[src/rtl/ecg_uart_pkg.sv]
// rtl/ecg_uart_pkg.sv - shared types, constants and helpers for the ECG sample UART path
// Purpose: baud divisor helper, sync byte constant and the 8N1 bit FSM state enum.
// Ports: none (package).
package ecg_uart_pkg;

  localparam logic [7:0] SYNC_BYTE = 8'hA5;

  typedef enum logic [1:0] {
    IDLE  = 2'd0,
    START = 2'd1,
    DATA  = 2'd2,
    STOP  = 2'd3
  } tx_state_e;

  // Nearest-integer clocks per UART bit.
  function automatic int clks_per_bit(input real fclk, input real baud);
    return $rtoi(fclk / baud + 0.5);
  endfunction

endpackage

[src/rtl/uart_tx_byte.sv]
// rtl/uart_tx_byte.sv - 8N1 byte serializer with stream-style byte input
// Purpose: sends one byte as start(0), 8 data bits LSB first, stop(1).
//   byte_tready_o is also high during the final clock of a stop bit so the
//   next byte's start bit follows with no idle gap.
// Ports:
//   clk, rst       clock, async active-high reset
//   byte_tdata_i   byte to send
//   byte_tvalid_i  byte available
//   byte_tready_o  serializer will take byte_tdata_i on this edge
//   tx_o           serial line, idle high
module uart_tx_byte
  import ecg_uart_pkg::*;
#(
  parameter int CLKS_PER_BIT = 521
) (
  input  logic       clk,
  input  logic       rst,
  input  logic [7:0] byte_tdata_i,
  input  logic       byte_tvalid_i,
  output logic       byte_tready_o,
  output logic       tx_o
);

  localparam int CW = $clog2(CLKS_PER_BIT);
  localparam logic [CW-1:0] CNT_LAST = CW'(CLKS_PER_BIT - 1);

  tx_state_e   state_q;
  logic [CW-1:0] cnt_q;
  logic [2:0]  bit_idx_q;
  logic [7:0]  shift_q;
  logic        tx_q;
  logic        bit_end;

  assign bit_end       = (cnt_q == CNT_LAST);
  assign byte_tready_o = (state_q == IDLE) || ((state_q == STOP) && bit_end);
  assign tx_o          = tx_q;

  always_ff @(posedge clk or posedge rst) begin
    if (rst) begin
      state_q   <= IDLE;
      cnt_q     <= '0;
      bit_idx_q <= '0;
      shift_q   <= '0;
      tx_q      <= 1'b1;
    end else begin
      case (state_q)
        IDLE: begin
          cnt_q <= '0;
          tx_q  <= 1'b1;
          if (byte_tvalid_i) begin
            shift_q <= byte_tdata_i;
            tx_q    <= 1'b0;
            state_q <= START;
          end
        end
        START: begin
          if (bit_end) begin
            cnt_q     <= '0;
            tx_q      <= shift_q[0];
            shift_q   <= {1'b0, shift_q[7:1]};
            bit_idx_q <= '0;
            state_q   <= DATA;
          end else begin
            cnt_q <= cnt_q + 1'b1;
          end
        end
        DATA: begin
          if (bit_end) begin
            cnt_q <= '0;
            if (bit_idx_q == 3'd7) begin
              tx_q    <= 1'b1;
              state_q <= STOP;
            end else begin
              tx_q      <= shift_q[0];
              shift_q   <= {1'b0, shift_q[7:1]};
              bit_idx_q <= bit_idx_q + 1'b1;
            end
          end else begin
            cnt_q <= cnt_q + 1'b1;
          end
        end
        STOP: begin
          if (bit_end) begin
            cnt_q <= '0;
            // Chain straight into the next start bit when a byte is waiting.
            if (byte_tvalid_i) begin
              shift_q <= byte_tdata_i;
              tx_q    <= 1'b0;
              state_q <= START;
            end else begin
              state_q <= IDLE;
            end
          end else begin
            cnt_q <= cnt_q + 1'b1;
          end
        end
        default: state_q <= IDLE;
      endcase
    end
  end

endmodule

[src/rtl/axis_sample_uart_tx.sv]
// rtl/axis_sample_uart_tx.sv - stream sink serializing ECG samples onto a UART line
// Purpose: captures one sample per handshake and sends it MSB byte first as
//   8N1 frames. Optional feature macro SYNC_HEADER_EN prefixes each sample
//   with sync byte 8'hA5.
// Ports:
//   clk, rst        clock, async active-high reset
//   s_axis_tdata    signed sample (inout_width bits)
//   s_axis_tvalid   sample valid
//   s_axis_tready   registered, high only while idle
//   tx              UART output, idle high
//   busy            high while a frame sequence is in progress
module axis_sample_uart_tx
  import ecg_uart_pkg::*;
#(
  parameter real FCLK        = 60e6,
  parameter real BAUD        = 115200,
  parameter int  inout_width = 16
) (
  input  logic                   clk,
  input  logic                   rst,
  input  logic [inout_width-1:0] s_axis_tdata,
  input  logic                   s_axis_tvalid,
  output logic                   s_axis_tready,
  output logic                   tx,
  output logic                   busy
);

  localparam int CPB    = clks_per_bit(FCLK, BAUD);
  localparam int NBYTES = inout_width / 8;
`ifdef SYNC_HEADER_EN
  localparam int NFRAMES = NBYTES + 1;
`else
  localparam int NFRAMES = NBYTES;
`endif
  localparam int IW = $clog2(NFRAMES + 1);
  localparam logic [IW-1:0] LAST_IDX = IW'(NFRAMES - 1);

  if (CPB < 2) begin : g_cpb_chk
    $error("clocks per bit must be at least 2");
  end
  if ((inout_width % 8) != 0 || inout_width < 8) begin : g_width_chk
    $error("inout_width must be a non-zero multiple of 8");
  end

  logic [inout_width-1:0] sample_q;
  logic [IW-1:0]          byte_idx_q;
  logic                   byte_vld_q;
  logic                   s_tready_q;
  logic                   busy_q;
  logic [inout_width-1:0] sample_shl;
  logic [7:0]             byte_tdata;
  logic                   byte_tready;

  // Move the selected byte to the top; byte 0 of the sample is the MSB byte.
  always_comb begin
    sample_shl = '0;
    byte_tdata = '0;
`ifdef SYNC_HEADER_EN
    sample_shl = sample_q << {byte_idx_q - 1'b1, 3'b000};
    byte_tdata = (byte_idx_q == '0) ? SYNC_BYTE : sample_shl[inout_width-1 -: 8];
`else
    sample_shl = sample_q << {byte_idx_q, 3'b000};
    byte_tdata = sample_shl[inout_width-1 -: 8];
`endif
  end

  always_ff @(posedge clk or posedge rst) begin
    if (rst) begin
      sample_q   <= '0;
      byte_idx_q <= '0;
      byte_vld_q <= 1'b0;
      s_tready_q <= 1'b0;
      busy_q     <= 1'b0;
    end else if (!busy_q) begin
      s_tready_q <= 1'b1;
      if (s_axis_tvalid && s_tready_q) begin
        sample_q   <= s_axis_tdata;
        byte_idx_q <= '0;
        byte_vld_q <= 1'b1;
        s_tready_q <= 1'b0;
        busy_q     <= 1'b1;
      end
    end else if (byte_tready) begin
      if (byte_vld_q) begin
        if (byte_idx_q == LAST_IDX) byte_vld_q <= 1'b0;
        else                        byte_idx_q <= byte_idx_q + 1'b1;
      end else begin
        // Serializer is ending the last stop bit with nothing queued.
        busy_q     <= 1'b0;
        s_tready_q <= 1'b1;
      end
    end
  end

  uart_tx_byte #(
    .CLKS_PER_BIT(CPB)
  ) u_tx (
    .clk          (clk),
    .rst          (rst),
    .byte_tdata_i (byte_tdata),
    .byte_tvalid_i(byte_vld_q),
    .byte_tready_o(byte_tready),
    .tx_o         (tx)
  );

  assign s_axis_tready = s_tready_q;
  assign busy          = busy_q;

endmodule
[config.mk]
export PLATFORM = sky130hd
export DESIGN_NAME = axis_sample_uart_tx
export DESIGN_NICKNAME = d
export VERILOG_FILES = /design/src/rtl/ecg_uart_pkg.sv /design/src/rtl/uart_tx_byte.sv /design/src/rtl/axis_sample_uart_tx.sv
export SDC_FILE = /design/constraint.sdc
export NUM_CORES = 1
export LEC_CHECK = 0
export BUFFER_PORTS_ARGS = -buffer_cell sky130_fd_sc_hd__buf_2
export CAP_MARGIN = 0
export CORE_MARGIN = 2
export CORE_UTILIZATION = 38
export DETAILED_ROUTE_END_ITERATION = 7
export GPL_TIMING_DRIVEN = 0
export SLEW_MARGIN = 20
export SYNTH_ARGS = -nofsm -noshare
export SYNTH_HDL_FRONTEND = slang
export SYNTH_SLANG_ARGS = --single-unit
[constraint.sdc]
create_clock -name clk -period 2.6 [get_ports clk]
set_input_delay 0.13 -clock clk [delete_from_list [all_inputs] [get_ports clk]]
set_output_delay 0.13 -clock clk [all_outputs]
set_load 0.1 [all_outputs]
==> results of run 1 <==
==> per-layer routing <==
metal / routed length [um] / vias up / GRT usage (%) / part of all wire, %
met2: 1880 / 16 / 22.1 / 49
met4: 47 / 0 / 4.07 / 1.2
met5: 0 / - / 0 / 0
met1: 1790 / 739 / 17.7 / 47
li1: - / 756 / - / -
met3: 119 / 7 / 3.67 / 3.1
==> per-stage QoR <==
stage	power, mW	utilization (%)
floorplan	0.724	-
global placement	0.740	42.1
detailed placement	0.744	42.5
CTS	1.38	44.9
global route	1.41	44.9
finish	1.36	44.9
==> repair_timing <==
item | in CTS | in global routing
endpoints found under the hold margin | 20 | 0
hold buffers | 1 | 0
resized for setup | 0 | 0
==> logic make-up (layout without fill, tap and decap cells) <==
logic type / Yosys count / count (layout)
AOI/OAI and AO/OA: 28 / 28
xor gates and xnor gates: 8 / 8
adders and majority gates: 10 / 10
buffers and inverters: 17 / 48
DFF: 45 / 45
muxes: 36 / 36
and+or+nand+nor: 57 / 57
==> cells in the mapped netlist, types with 2 or more instances <==
cell type	count	area share (%)
xor2_1	2	0.77
o22ai_1	2	0.55
nor3_1	2	0.44
mux2_2	27	13
o21ai_0	10	2.2
nand3_1	3	0.66
ha_1	10	5.5
nand4_1	2	0.55
a21oi_1	5	1.1
nand2b_1	2	0.55
mux2i_1	9	4.0
dfrtp_1	44	49
nor2_1	17	2.8
a22o_1	3	1.2
or2_2	3	0.83
xnor2_1	6	2.3
nand2_1	19	3.1
inv_1	9	1.5
nand3b_1	2	0.66
clkbuf_1	6	0.99
==> final cells by class <==
type                       instances  share of cell area [%]
sequential                        45                    42.9
multi-input combinational        139                    40.5
timing repair buffer              23                    5.14
tap                               75                    3.57
clock buffer                       5                    2.62
clock inverter                     3                    2.48
buffer                             8                    1.48
inverter                           9                    1.29
==> power by group through the flow <==
stage / Combinational (mW) / Sequential [mW] / Clock (mW)
after global placement: 0.0269 / 0.713 / 0
after CTS: 0.0323 / 0.699 / 0.646
after global routing: 0.0364 / 0.699 / 0.674
after floorplan: 0.0105 / 0.713 / 0
final: 0.0306 / 0.699 / 0.625
after detailed placement: 0.0311 / 0.713 / 0
==> critical path: cells and delay by family (launching register included) <==
kind	cells	cell delay, ns
buffers and inverters	2	0.25
adders and majority gates	1	0.22
AOI/OAI and AO/OA	1	0.50
DFF	1	0.38
muxes	1	0.39
and+or+nand+nor	1	0.45
==> registers in the layout (all words and copies together) (netlist names) <==
register        cells
u_tx.bit_idx_q      3
u_tx.cnt_q         10
byte_vld_q          1
s_axis_tready       1
u_tx.tx_o           1
sample_q           16
u_tx.state_q        2
byte_idx_q          2
u_tx.shift_q        8
busy                1
==> worst paths after layout <==
check | startpoint | to | slack (ns)
max in group asynchronous | rst | u_tx.shift_q[2]$_DFFE_PP0P_ | 1.71
worst max register to register | u_tx.state_q[0]$_DFFE_PP0P_ | u_tx.shift_q[2]$_DFFE_PP0P_ | 0.30
min in group asynchronous | rst | u_tx.cnt_q[7]$_DFF_PP0_ | 0.40
worst max-delay path | u_tx.state_q[0]$_DFFE_PP0P_ | u_tx.shift_q[2]$_DFFE_PP0P_ | 0.30
worst min-delay path | s_axis_tdata[15] | sample_q[15]$_DFFE_PP0P_ | 0.05
worst min register to register | sample_q[13]$_DFFE_PP0P_ | sample_q[13]$_DFFE_PP0P_ | 0.51
==> cells in the final DEF, fill, tap and decap left out, drive strengths merged, types with 9 or more instances in the layout <==
cell / Yosys / layout
dfrtp: 44 / 44
mux2: 27 / 27
buf: 2 / 24
nand2: 19 / 19
nor2: 17 / 17
clkbuf: 6 / 11
o21ai: 10 / 10
ha: 10 / 10
mux2i: 9 / 9
inv: 9 / 9
==> metrics.md, run 1 <==
| Metric | Value |
|---|---|
| Routed wire per std cell | approximately 13 um |
| Multiplexer share of the synthesized area | about 17% |
| Antenna-violating nets left | 0 |
| Distinct cells, synth | 38 |
| Pin count of the biggest net entering global routing | 25 |
| RSZ-0062 raised after global routing | false |
| Mapped Avg Cell Area | roughly 11 um^2 |
| DR vias/cell | approximately 4.9 |
| Core area | 5850 um^2 |
| Hold crit path type | input port to flop |
| Setup TNS | 0 ns |
| Via count | between 1.5k and 2k |
| Clock sink count | 45 |
| Finish-stage setup viols | 0 |
| DRC Markers | 0 |
| Part of the power in the clock network | 46.1% |
| Fmax | 435 MHz |
| Antenna diodes | 0 |
| Yosys reg bits | 45 |
| Final period util | between 80% and 90% |
| Total CTS buffers | 5 |
| Main synth FF type | dfrtp_1 |
| CP max stage delay | about 0.50 ns |
| Die height | about 81 um |
| Worst Path Max Fanout | 8 |
| Die Footprint | approximately 6600 um^2 |
| Dpl hpwl | about 2.8 mm |
| Postcts setup bufs | 0 |
| Min Tclk post-route | between 2 and 2.5 ns |
| Slack of the critical path | roughly 0.30 ns |
| H-tree levels | 2 |
| Final instance area | approximately 2600 um^2 |
| Netlist Area Pre-Place | 2260 um^2 |
| Port buffer count | 21 |
| Synthesized instance count | 201 |
| Leak | about 1.3 nW |
| Max VDD drop | ~0.28 mV |
| Crit start category | flop |
| Sequential share of power | around half |
| R2R depth | 6 |
| First-pass iteration count of the detailed router | 4 |
| Root buf cell | clkbuf_8 |
| Placed insts | 298 |
| Sw Share | roughly a fifth |
| Nets | 260 |
| Yosys warning count | 0 |
| GRT Total Usage | ~14% |
| First-pass GRT wire length | just under 7 mm |
| Slowest cell on the critical path | a221oi_4 |
| CTS tree | yes |
| Non-Filler Instances | between 300 and 400 |
| Crit path capture type | flop |
| Int Pwr | between 1 and 1.5 mW |
| CP Data Required Time | between 2 and 3 ns |
| Max-slew violations | 0 |
| Hold slack | 0.0540 ns |
| Chip width | approximately 81 um |
| Routability cong. | between 0.7 and 0.8 |
| Bufs on Longest Clock Path | 2 |
| Initial antenna violation count | 0 |
| Comb pwr share | 2.3% |
| Share of cells above drive strength 1 | about 29% |
| Total grt overflow | 0 |
| Routed wire length | 3.84 mm |
| Worst hold path depth | 2 |
| Multi-input gate area | approximately 1100 um^2 |
| Clk Latency, worst-skew pair | ~0.30 ns |
| Worst-Margin Slew | 0.686 ns |
| Asr flop ratio synth | between 90% and 100% |
| Slew headroom | 54.3% |
| Critical path class | flop to flop |
| Layout area overhead | 16.0% |
| Num ports | 22 |
| Seq/Total Area, Yosys | between 40% and 50% |
| Worst Path Arrival | 2.49 ns |
| Number of synthesized flops with an enable pin | 0 |
| CP Cell Sequence | inv_1 -> ha_1 -> buf_6 -> or3_1 -> a221oi_4 -> mux2_2 |
| Drt initial violations | 36 |
| FILL cells | 556 |
| Largest family of logic cells by synthesized area | multiplexers |
| # Max-Cap Violations | 0 |
| Num rows | 28 |
| Clock transition at path regs | around 0.09 ns |
| Adder-Cell Fraction of Synth Area | under 10% |
| Final number of hold-violating endpoints | 0 |
| Status | complete, no violations |
| Area fraction in compound gates after synthesis | around 8.6% |
| Initial Util | around two fifths |
| Dpl ws | just over 0.3 ns |
| Placed Area | approximately 2500 um^2 |
| Synth Area in XOR/XNOR | under 10% |
| Simple-Gate Fraction of Synth Area | 12.4% |
| Vias in the first global route | ~1.5k |
| PwrDens | between 500 and 600 nW/um^2 |
| Syn nets | between 200 and 250 |
| FF/Latch Area | approximately 1100 um^2 |
| Worst Skew | 0.00583 ns |
| Psw | roughly 0.26 mW |
(Power assumes the default switching activity.)
==> run 2: changes to the inputs <==
--- a/config.mk
+++ b/config.mk
@@ -10,7 +10,6 @@
 export CORE_MARGIN = 2
 export CORE_UTILIZATION = 38
 export DETAILED_ROUTE_END_ITERATION = 7
-export GPL_TIMING_DRIVEN = 0
 export SLEW_MARGIN = 20
 export SYNTH_ARGS = -nofsm -noshare
 export SYNTH_HDL_FRONTEND = slang
==> metrics.md, run 2 (synthesis gave the netlist of run 1 again) <==
| Metric | Value |
|---|---|
| Status | complete, no violations |
| CP max stage delay | slightly below 0.5 ns |
| CTS hold repair buffers | 1 |
| Commonest non-fill, non-tap cell in the layout | dfrtp_1 |
| Worst-Margin Slew | just under 0.6 ns |
| Die Footprint | ~6600 um^2 |
| H-tree levels | 2 |
| Root buf cell | clkbuf_8 |
| Num rows | 28 |
| CP delay by family, top | compound AO/OA/AOI/OAI gates |
| Most flops, register | sample_q |
| Max Used Layer | met4 |
| Critical path class | flop to flop |
| First-pass iteration count of the detailed router | 4 |
| M1 wire length | between 1.5 and 2 mm |
| Top Registers | sample_q: 16 flops, u_tx.cnt_q: 10 flops, u_tx.shift_q: 8 flops |
| Vias in the first global route | ~1.5k |
| First-pass GRT wire length | slightly below 7 mm |
| DRC Markers | 0 |
| Slowest cell on the critical path | a221oi_4 |
| Num ports | 22 |
| Max VDD drop | 0.321 mV |
| Bufs on Longest Clock Path | 2 |
| Int Pwr | around 0.9 mW |
| Worst Skew | between 0.009 and 0.01 ns |
| Part of the power in the clock network | a little under two fifths |
| Postcts setup bufs | 0 |
| # Max-Cap Violations | 0 |
| DR vias/cell | just under 5 |
| CP Cell Sequence | inv_1 -> ha_1 -> or3_1 -> a221oi_4 -> mux2_2 |
| Pin count of the biggest net entering global routing | 30 |
| Leak | about 1.2 nW |
| Sequential share of power | 60.8% |
| Tot Pwr | 1.15 mW |
| Clk Latency, worst-skew pair | 0.29 ns |
| Setup TNS | 0 ns |
| Critical path buffer and inverter count | 1 |
| Chip width | between 80 and 90 um |
| Die height | between 80 and 90 um |
| Min Tclk post-route | roughly 2.3 ns |
| Routed wire per std cell | roughly 13 um |
| CTS tree | yes |
| GRT Total Usage | 13.4% |
| Core area | 5850 um^2 |
| Clock transition at path regs | 0.09 ns |
| Worst Path Max Fanout | 8 |
| Layout area overhead | 11.9% |
| Core Util, Final | between 40% and 50% |
| Nets | around 250 |
| Crit path capture type | flop |
| Initial antenna violation count | 0 |
| Hold crit path type | input port to flop |
| Length of routed met3 wiring | 108 um |
| Placed Area | 2440 um^2 |
| Slew headroom | ~60% |
| Total CTS buffers | 5 |
| Final instance area | around 2500 um^2 |
| Worst Path Arrival | about 2.5 ns |
| Final period util | approximately nine tenths |
| PwrDens | around 450 nW/um^2 |
| Met2 Wirelength | approximately 2.0 mm |
| Port buffer count | 21 |
| Psw | between 0.2 and 0.25 mW |
| Antenna diodes | 0 |
| CP Data Required Time | ~2.8 ns |
| Placed insts | approximately 290 |
| Initial Util | between 30% and 40% |
| Comb pwr share | between 2 and 2.5% |
| Fmax | roughly 430 MHz |
| Non-Filler Instances | 300 |
| PostCTS Resize Cnt | 0 |
| Share of cells above drive strength 1 | between 20% and 30% |
| Crit start category | flop |
| Most frequent cells in the layout | 44 x dfrtp_1, 27 x mux2_2, 21 x buf_2 |
| Routed wire length | approximately 3.9 mm |
| Max reg flops | 16 |
| RSZ-0062 raised after global routing | false |
| Routability cong. | approximately 0.78 |
| Antenna-violating nets left | 0 |
| Final number of hold-violating endpoints | 0 |
| Clock sink count | 45 |
| Total grt overflow | 0 |
| Drt initial violations | 34 |
| Max-slew violations | 0 |
| Via count | 1466 |
| Finish-stage setup viols | 0 |
| Sw Share | approximately 22% |
| Dpl hpwl | about 2.8 mm |
run 2: path summary, 6_finish.rpt:
| path | start | end | slack, ns | cells past startpoint |
|---|---|---|---|---|
| setup / recovery | u_tx.state_q[0]$_DFFE_PP0P_ | u_tx.shift_q[7]$_DFFE_PP0P_ | 0.28 | 5 |
| hold / removal | s_axis_tdata[9] | sample_q[9]$_DFFE_PP0P_ | 0.06 | 2 |
| setup reg to reg | u_tx.state_q[0]$_DFFE_PP0P_ | u_tx.shift_q[7]$_DFFE_PP0P_ | 0.28 | 5 |
| hold reg to reg | sample_q[13]$_DFFE_PP0P_ | sample_q[13]$_DFFE_PP0P_ | 0.51 | 1 |
| max in group asynchronous | rst | u_tx.tx_o$_DFFE_PP1P_ | 1.48 | 4 |
| min in group asynchronous | rst | sample_q[1]$_DFFE_PP0P_ | 0.37 | 3 |
run 2: layout make-up:
| type | count | area (um^2) |
|---|---|---|
| clock buffers | 7 | 76.3 |
| clock inverters | 1 | 7.51 |
| fillers | 555 | 3320 |
| inverters | 9 | 33.8 |
| multi-input cells | 139 | 1060 |
| flip-flops and latches | 45 | 1130 |
| well taps | 75 | 93.8 |
| repair buffers | 24 | 130 |
run 2: through the flow:
step	hold WS (ns)	setup slack (ns)
2_1_floorplan	0.281	0.485
3_3_place_gp	0.147	0.349
3_5_place_dp	0.152	0.296
4_1_cts	0.0535	0.263
5_1_grt	0.0540	0.143
6_report	0.0634	0.279
run 2: power groups by stage:
stage	clock network (mW)	registers (mW)	logic (mW)
after CTS	0.443	0.699	0.0298
after detailed placement	0	0.713	0.0286
after global routing	0.469	0.699	0.0335
final	0.423	0.699	0.0279
after floorplan	0	0.713	0.0105
after global placement	0	0.713	0.0284
run 2: worst reg2reg max path, stage by stage, from the launching register on:
cell and delay, ns:
dfrtp_1 0.40, inv_1 0.11, ha_1 0.33, or3_1 0.48, a221oi_4 0.49, mux2_2 0.40
run 2: per-layer routing:
layer  global-route usage, %  vias up
met3                    3.33        4
met5                       0        -
met4                    3.05        0
met1                    15.9      708
met2                    24.4       19
li1                        -      735
